==> config.mk <==
export PLATFORM = sky130hd
export DESIGN_NAME = cle_mask_packer
export DESIGN_NICKNAME = d
export VERILOG_FILES = /design/src/rtl/cle_pkg.sv /design/src/rtl/cle_bit_packer.sv /design/src/rtl/cle_mask_packer.sv
export SDC_FILE = /design/constraint.sdc
export NUM_CORES = 1
export LEC_CHECK = 0
export ABC_AREA = 1
export CORE_ASPECT_RATIO = 1.1
export CORE_MARGIN = 2
export CORE_UTILIZATION = 35
export DETAILED_ROUTE_END_ITERATION = 8
export GPL_TIMING_DRIVEN = 1
export PLACE_DENSITY = 0.68
export SYNTH_ARGS = -nofsm -noshare
export SYNTH_HDL_FRONTEND = slang
export SYNTH_SLANG_ARGS = --single-unit
==> constraint.sdc <==
create_clock -name clk -period 2.4 [get_ports clk]
set_input_delay 0.48 -clock clk [delete_from_list [all_inputs] [get_ports clk]]
set_output_delay 0.48 -clock clk [all_outputs]
set_load 0.1 [all_outputs]
==> src/rtl/cle_pkg.sv <==
// Shared constants and types for the connected-label engine and its mask exporter.
// Mask bytes follow the binary image ROM layout: byte {x, y[4:3]}, MSB = pixel with y[2:0]=0.
package cle_pkg;

    localparam int IMG_DIM = 32;
    localparam int PIX_AW  = 10;  // {x[4:0], y[4:0]}
    localparam int BYTE_AW = 7;   // {x[4:0], y[4:3]}

    typedef enum logic [1:0] {
        IDLE  = 2'd0,
        RUN   = 2'd1,
        DRAIN = 2'd2,
        DONE  = 2'd3
    } state_t;

    // Bit position inside a mask byte for a pixel with the given y[2:0].
    function automatic logic [2:0] mask_bit_pos(input logic [2:0] y_lo);
        return 3'd7 - y_lo;
    endfunction

endpackage

==> src/rtl/cle_bit_packer.sv <==
// Serial-in byte shifter: collects one hit bit per valid pixel, MSB first, and
// emits a single-cycle active-low write of each completed byte in ascending order.
module cle_bit_packer
    import cle_pkg::*;
(
    input  logic               clk,
    input  logic               reset,
    input  logic               clr,
    input  logic               bit_vld,
    input  logic               bit_in,
    output logic [BYTE_AW-1:0] mask_a,
    output logic [7:0]         mask_d,
    output logic               mask_wen
);

    logic [6:0]         shift_q, shift_d;
    logic [2:0]         idx_q, idx_d;
    logic [BYTE_AW-1:0] byte_q, byte_d;
    logic [BYTE_AW-1:0] mask_a_q, mask_a_d;
    logic [7:0]         mask_d_q, mask_d_d;
    logic               wen_q, wen_d;

    always_comb begin
        shift_d  = shift_q;
        idx_d    = idx_q;
        byte_d   = byte_q;
        mask_a_d = mask_a_q;
        mask_d_d = mask_d_q;
        wen_d    = 1'b1;
        if (clr) begin
            shift_d = '0;
            idx_d   = '0;
            byte_d  = '0;
        end else if (bit_vld) begin
            shift_d = {shift_q[5:0], bit_in};
            idx_d   = idx_q + 3'd1;
            // Eighth bit completes the byte; the first-shifted bit lands in the MSB.
            if (idx_q == 3'd7) begin
                mask_d_d = {shift_q, bit_in};
                mask_a_d = byte_q;
                wen_d    = 1'b0;
                byte_d   = byte_q + 1'b1;
            end
        end
    end

    always_ff @(posedge clk or negedge reset) begin
        if (!reset) begin
            shift_q  <= '0;
            idx_q    <= '0;
            byte_q   <= '0;
            mask_a_q <= '0;
            mask_d_q <= '0;
            wen_q    <= 1'b1;
        end else begin
            shift_q  <= shift_d;
            idx_q    <= idx_d;
            byte_q   <= byte_d;
            mask_a_q <= mask_a_d;
            mask_d_q <= mask_d_d;
            wen_q    <= wen_d;
        end
    end

    assign mask_a   = mask_a_q;
    assign mask_d   = mask_d_q;
    assign mask_wen = wen_q;

endmodule

==> src/rtl/cle_mask_packer.sv <==
// Reads the 32x32 label map back in raster order (y fastest), selects pixels by label
// and writes a packed 1-bit mask plus the selected pixel area.
module cle_mask_packer #(
    parameter int IMG_DIM = 32,
    parameter int LBL_W   = 8,
    parameter int AREA_W  = 11
) (
    input  logic              clk,
    input  logic              reset,
    input  logic              start,
    input  logic [LBL_W-1:0]  sel_label,
    output logic [9:0]        sram_a,
    input  logic [LBL_W-1:0]  sram_q,
    output logic [6:0]        mask_a,
    output logic [7:0]        mask_d,
    output logic              mask_wen,
    output logic              busy,
    output logic              done,
    output logic [AREA_W-1:0] area
);
    import cle_pkg::*;

    state_t            state_q, state_d;
    logic [PIX_AW-1:0] pix_q, pix_d;
    logic [LBL_W-1:0]  sel_q, sel_d;
    logic [AREA_W-1:0] area_q, area_d;
    logic              rd_vld_q, rd_vld_d;
    logic              drain_q, drain_d;
    logic              hit;
    logic              pk_clr;

    // Read data for the address issued in a RUN cycle is valid one cycle later.
    assign hit = rd_vld_q && ((sel_q == '0) ? (sram_q != '0) : (sram_q == sel_q));

    always_comb begin
        state_d  = state_q;
        pix_d    = pix_q;
        sel_d    = sel_q;
        area_d   = area_q;
        drain_d  = drain_q;
        rd_vld_d = (state_q == RUN);
        pk_clr   = 1'b0;
        if (hit) area_d = area_q + 1'b1;
        case (state_q)
            IDLE: begin
                if (start) begin
                    state_d = RUN;
                    sel_d   = sel_label;
                    area_d  = '0;
                    pix_d   = '0;
                    pk_clr  = 1'b1;
                end
            end
            RUN: begin
                if (pix_q == '1) begin
                    state_d = DRAIN;
                    drain_d = 1'b0;
                end else begin
                    pix_d = pix_q + 1'b1;
                end
            end
            DRAIN: begin
                drain_d = 1'b1;
                if (drain_q) state_d = DONE;
            end
            DONE:    state_d = IDLE;
            default: state_d = IDLE;
        endcase
    end

    always_ff @(posedge clk or negedge reset) begin
        if (!reset) begin
            state_q  <= IDLE;
            pix_q    <= '0;
            sel_q    <= '0;
            area_q   <= '0;
            rd_vld_q <= 1'b0;
            drain_q  <= 1'b0;
        end else begin
            state_q  <= state_d;
            pix_q    <= pix_d;
            sel_q    <= sel_d;
            area_q   <= area_d;
            rd_vld_q <= rd_vld_d;
            drain_q  <= drain_d;
        end
    end

    cle_bit_packer u_packer (
        .clk      (clk),
        .reset    (reset),
        .clr      (pk_clr),
        .bit_vld  (rd_vld_q),
        .bit_in   (hit),
        .mask_a   (mask_a),
        .mask_d   (mask_d),
        .mask_wen (mask_wen)
    );

    assign sram_a = pix_q;
    assign busy   = (state_q == RUN) || (state_q == DRAIN);
    assign done   = (state_q == DONE);
    assign area   = area_q;

endmodule

==> impl_metrics.yaml, run 1 <==
run_status:
  outcome: "completed"
critical_path:
  cp.required_ns: 2.62
  worstPathMaxFanout: 16
  crit_chain: "ha_1 -> nand3_2 -> nor2_2 -> nand3_2 -> nor2_4 -> nand3_2 -> o21ai_4 -> inv_2 -> nand2_1 -> o21ai_1"
  cpMaxStageDelayCell: "dfrtp_2"
  arrival_ns: 2.23
  path_buf_inv: 1
  slowest_delay_ns: 0.44
  critical_path_class: "flip-flop to flip-flop"
  end_kind: "flip-flop"
  cp_top_family: "simple AND/OR/NAND/NOR gates"
  worst_path_most_repeated_cell: "nand3_2"
  reg2reg_slack_ns: 0.39
  start_kind: "flip-flop"
sta:
  setup_viol: 0
  period_minus_slack_ns: 2.011
  fin_worst_skew_ns: 0.01083
  period_share_pct: 83.81
  rsz0062_at_grt: "false"
  slew_violations: 0
  setup_ws_ns: 0.3885
  setup_tns_ns: 0
  fmax_ghz: 0.4971
  finalHoldViolations: 0
  worst_pin_slew_ns: 0.5215
  slew_headroom_pct: 65.23
finish:
  final_nets: 492
  areaGrowthSynthToFinish_pct: 26.77
  layout.cells.non_filler: 585
  fin_area_mm2: 0.004148
  n_fill_cell: 901
  drive_gt1_share_pct: 17.09
  diodes: 0
  final_core_util_pct: 45.02
cts:
  cts_tree: "yes"
  ctsHoldBuffers: 0
  h-tree-depth: 3
  cts_buffers: 9
  clock-sinks: 66
  cts_root_buf: "clkbuf_8"
  post_cts_resized: 0
  clk_latency_ns: 0.34
  post-cts-setup-buffer-count: 0
  clk_pin_slew_ns: 0.07
  clockBufferDepth: 2
hold_path:
  hp-class: "primary input to async pin"
place:
  post-place-ws_ns: 0.2761
  gp_congestion: 0.8054
  port-buffer-count: 57
  place_hpwl_mm: 5.078
  dp.cells: 569
  placed_area_mm2: 0.003920
drt:
  remaining_drc_errors: 0
  drt_wl_total_mm: 6.986
  detail_route.iter0.violations: 131
  dr.pass1.iters: 4
  wire_per_inst_um: 11.94
  vias_per_cell: 4.754
  antenna_left: 0
  vias: 2781
logic_synthesis:
  netlist_area_mm2: 0.003272
  ys_seq_elements: 66
  syn-num-nets: 427
  postSynthAreaPerCell_um2: 8.221
  netlist-cell-type-count: 30
  yosysSeqAreaShare_pct: 50.52
  yosysWarnings: 0
  syn_inst: 398
global_route:
  first_global_vias: 2718
  grt_pass1_wl_mm: 11.73
  grtUsageTotal_pct: 14.39
  grt_max_degree: 47
  antenna_found_initial: 0
  overflow: 0
power:
  p_leak_nw: 1.993
  power_density_mw_per_mm2: 1105
  ir_worst_vdd_mv: 1.094
job:
  drv_cap: 0
floorplan:
  die_y_um: 105.4
  start_util_pct: 35.52
  rows: 37
  design.core.area_mm2: 0.009213
  io_pins: 58
  dieArea_mm2: 0.01014
  die_w_um: 96.19
flip-flops by register name, summed over array words and instances, names as in the netlist, 2 cells and up:
register,flops
sel_q,8
u_packer.mask_a,7
u_packer.shift_q,7
state_q,2
u_packer.mask_d,8
u_packer.byte_q,7
area,11
u_packer.idx_q,3
sram_a,10
kinds of logic after synthesis:
family | count (synthesis) | synth area share [%]
xor gates and xnor gates | 14 | 3.748
adders and majority gates | 10 | 3.824
AOI/OAI and AO/OA | 64 | 10.98
DFF | 66 | 50.52
and+or+nand+nor | 184 | 23.79
buffers and inverters | 60 | 7.151
Yosys cell counts:
cell,n,area share [%]
inv_2,6,0.69
dfrtp_1,65,50
a21o_1,1,0.23
or2_2,1,0.19
inv_1,43,4.9
ha_1,10,3.8
o22ai_1,8,1.5
o31ai_1,1,0.23
nor2_4,1,0.34
o21bai_2,1,0.34
nor2_2,1,0.19
nor2_1,35,4.0
buf_2,1,0.15
xnor2_1,7,1.9
a21oi_1,15,2.3
nand2_1,107,12
nand3_2,3,0.92
o21bai_1,1,0.23
dfstp_2,1,0.80
nand3b_1,3,0.69
nand3_1,21,3.2
a2bb2oi_1,1,0.27
xor2_1,7,1.9
clkbuf_1,8,0.92
o21ai_4,1,0.50
nor3_1,9,1.4
buf_6,1,0.34
o21ai_1,35,5.4
clkinv_1,1,0.11
nand4_1,3,0.57
path summary, 6_finish.rpt:
check,from,to,cells after the start
max in group asynchronous,reset,u_packer.mask_wen,2
min,reset,state_q[1],1
max,sram_a[0],sram_a[7],10
max reg2reg,sram_a[0],sram_a[7],10
min in group clk,u_packer.idx_q[0],u_packer.idx_q[0],1
min reg2reg,u_packer.idx_q[0],u_packer.idx_q[0],1
per-layer routing:
layer | part of all wire, % | routed length (µm) | track usage, % | vias to the layer above
met5 | 0 | 0 | 0 | -
met4 | 1.5 | 106 | 5.306 | 0
met3 | 5.0 | 347 | 2.502 | 12
met2 | 49 | 3409 | 24.50 | 58
met1 | 45 | 3123 | 17.96 | 1302
li1 | - | - | - | 1409
where the power goes:
group	total [mW]	leakage, nW	switching, mW	internal [mW]
combinational	2.06	1.05	1.54	0.523
clock	1.04	0.112	0.427	0.615
sequential	1.48	0.826	0.156	1.32
total	4.58	1.99	2.12	2.46
area by class of cell:
type                            count  area (µm²)  share of cell area (%)
Clock buffer                       10       137.6                   3.318
Clock inverter                      6       90.09                   2.172
Inverter                           50       187.7                   4.525
Multi-Input combinational cell    272        1385                   33.39
Sequential cell                    66        1655                   39.91
Tap cell                          117       146.4                   3.529
Timing Repair Buffer               64       545.5                   13.15
cell usage in the layout, fill, tap and decap left out, types with 8 or more instances in the layout:
cell and count:
clkbuf_8 10, a21oi_1 15, o22ai_1 8, nor2_1 35
inv_1 43, nand2_1 107, clkdlybuf4s50_1 17, ha_1 10
o21ai_1 35, nand3_1 21, dfrtp_1 63, buf_4 44
nor3_1 9
through the flow:
step	hold slack (ns)	total power, mW
3_3_place_gp	0.4639	3.527
4_1_cts	0.1250	4.626
3_5_place_dp	0.4753	3.570
6_report	0.1119	4.581
2_1_floorplan	0.1844	3.060
5_1_grt	0.1457	4.851
Note: power is estimated with default switching activity, not from simulation.
==> run 2: changes to the inputs <==
PLACE_DENSITY = 0.7   (was 0.68)
clock period = 1.6 ns   (was 2.4 ns; I/O delays follow)
==> run 2 against run 1 <==
The run now ends with setup timing left. Clock skew decreased by 0.00085 ns. Sequential cell count unchanged. Combinational power rose by 100%. Cell area is 23% higher. Clock-buffer cell count decreased by 1. Die area unchanged. Worst hold slack better by 0.37 ns. Critical path type unchanged. Largest cell class unchanged.
==> impl_metrics.yaml, run 2 (synthesized netlist as in run 1, its figures left out) <==
power:
  clockPowerShare_pct: 17.4
  netSwitchingFraction_pct: 44.39
  power_density_mw_per_mm2: 1530
  p_int_mw: 4.356
  p_leak_nw: 2.393
  p_seq_share_pct: 28.8
  p_sw_mw: 3.477
  comb_power_share_pct: 53.8
  ir_worst_vdd_mv: 1.898
critical_path:
  end_kind: "flip-flop"
  slowest_delay_ns: 0.43
  cp_top_family: "simple AND/OR/NAND/NOR gates"
  worstPathMaxFanout: 6
  cpMaxStageDelayCell: "dfrtp_4"
  cp.required_ns: 1.85
  path_buf_inv: 2
  critical_path_class: "flip-flop to flip-flop"
  arrival_ns: 2.03
  worst_path_most_repeated_cell: "nand3_4"
  crit_chain: "ha_4 -> nand3_4 -> nor2_4 -> nand3_4 -> nor2_4 -> nand3_4 -> o21ai_4 -> buf_6 -> buf_12 -> nand2_2 -> o21ai_1"
  start_kind: "flip-flop"
floorplan:
  io_pins: 58
  die_w_um: 96.19
  die_y_um: 105.4
  start_util_pct: 35.52
  dieArea_mm2: 0.01014
  rows: 37
  design.core.area_mm2: 0.009213
drt:
  vias_per_cell: 4.731
  detail_route.iter0.violations: 101
  antenna_left: 0
  vias: 2938
  dr.pass1.iters: 4
  wire_per_inst_um: 12.11
  drt_wl_total_mm: 7.522
  remaining_drc_errors: 0
run_status:
  outcome: "finished with violations"
  violations: "setup timing"
place:
  gp_congestion: 0.8336
  dp.cells: 594
  port-buffer-count: 57
  placed_area_mm2: 0.004666
  place_hpwl_mm: 5.433
sta:
  fmax_ghz: 0.5639
  worst_pin_slew_ns: 0.3370
  slew_violations: 0
  finalHoldViolations: 0
  setup_viol: 13
  rsz0062_at_grt: "true"
  whs_ns: 0.4839
  fin_worst_skew_ns: 0.009987
  setup_ws_ns: -0.1734
  period_share_pct: 110.8
  period_minus_slack_ns: 1.773
  slew_headroom_pct: 77.36
cts:
  h-tree-depth: 3
  clk_latency_ns: 0.33
  cts_root_buf: "clkbuf_8"
  clock-sinks: 66
  clockBufferDepth: 2
  cts_buffers: 9
  cts_tree: "yes"
  clk_pin_slew_ns: 0.07
finish:
  largest_reg_flops: 11
  multi_input_area_mm2: 0.001534
  areaGrowthSynthToFinish_pct: 56.44
  n_fill_cell: 802
  drive_gt1_share_pct: 31.94
  final_common_cell: "nand2_1"
  final_core_util_pct: 55.56
  layout.cells.non_filler: 621
  final_cell_mix: "nand2_1 (95), dfrtp_1 (47), buf_12 (43)"
  fin_area_mm2: 0.005119
  diodes: 0
  regArea_mm2: 0.001685
  final_nets: 528
hold_path:
  hp-class: "flip-flop to flip-flop"
global_route:
  first_global_vias: 2937
  antenna_found_initial: 0
  grt_max_degree: 53
  grtUsageTotal_pct: 15.76
  overflow: 0
  grt_pass1_wl_mm: 12.90
job:
  drv_cap: 0
## run 2: cell count changes in the layout (fill, tap and decap cells not counted), sizes merged
| cell | previous run | this run |
|---|---|---|
| clkbuf | 10 | 9 |
| bufinv | 2 | 1 |
| dlygate4sd3 | 0 | 1 |
| clkdlybuf4s50 | 17 | 11 |
| buf | 47 | 82 |
| dlymetal6s2s | 0 | 6 |
| inv | 49 | 50 |
| clkinv | 4 | 5 |
## run 2: path summary, 6_finish.rpt
check,start,endpoint,slack (ns),cells after the start
worst max-delay path,sram_a[1],sram_a[3],-0.17,11
worst min-delay path,u_packer.idx_q[0],u_packer.idx_q[0],0.48,1
max in group asynchronous,reset,u_packer.mask_wen,0.77,3
worst max register to register,sram_a[1],sram_a[3],-0.17,11
worst min register to register,u_packer.idx_q[0],u_packer.idx_q[0],0.48,1
min in group asynchronous,reset,state_q[1],0.53,3
## run 2: final cells by class
type,instances,share of cell area (%)
flip-flops and latches,66,32.93
multi-input cells,272,29.97
repair buffers,100,26.74
inverters,50,3.715
well taps,117,2.860
clock buffers,9,2.420
clock inverters,7,1.369
## run 2: what timing repair did
item	in CTS	in global routing
hold buffers	1	0
cloned	1	1
endpoints found under the hold margin	23	0
setup buffers	5	4
gates resized for setup	7	44
setup endpoints to repair	15	30
pin swaps	1	13
## run 2: power by group through the flow
| stage | Combinational, mW | Clock (mW) | Sequential [mW] |
|---|---|---|---|
| after floorplan | 1.44 | 0 | 3.20 |
| after global placement | 3.75 | 0 | 2.28 |
| after detailed placement | 3.81 | 0 | 2.29 |
| after CTS | 4.12 | 1.41 | 2.26 |
| after global routing | 4.51 | 1.46 | 2.29 |
| final | 4.21 | 1.36 | 2.26 |
## run 2: metrics by stage
| stage | power, mW | worst slack (ns) | setup TNS [ns] |
|---|---|---|---|
| 6_report | 7.833 | -0.1734 | -1.640 |
| 5_1_grt | 8.272 | -0.2857 | -3.121 |
| 4_1_cts | 7.788 | -0.1102 | -0.8299 |
| 3_5_place_dp | 6.102 | -0.3001 | -6.251 |
| 3_3_place_gp | 6.032 | -0.2396 | -5.159 |
| 2_1_floorplan | 4.639 | -0.4300 | -4.763 |
## run 2: layer usage
metal | GRT usage [%] | up-vias | routed length, µm
li1 | - | 1477 | -
met1 | 20.24 | 1393 | 3245
met2 | 26.39 | 57 | 3836
met3 | 2.716 | 11 | 335
met4 | 5.510 | 0 | 104
met5 | 0 | - | 0
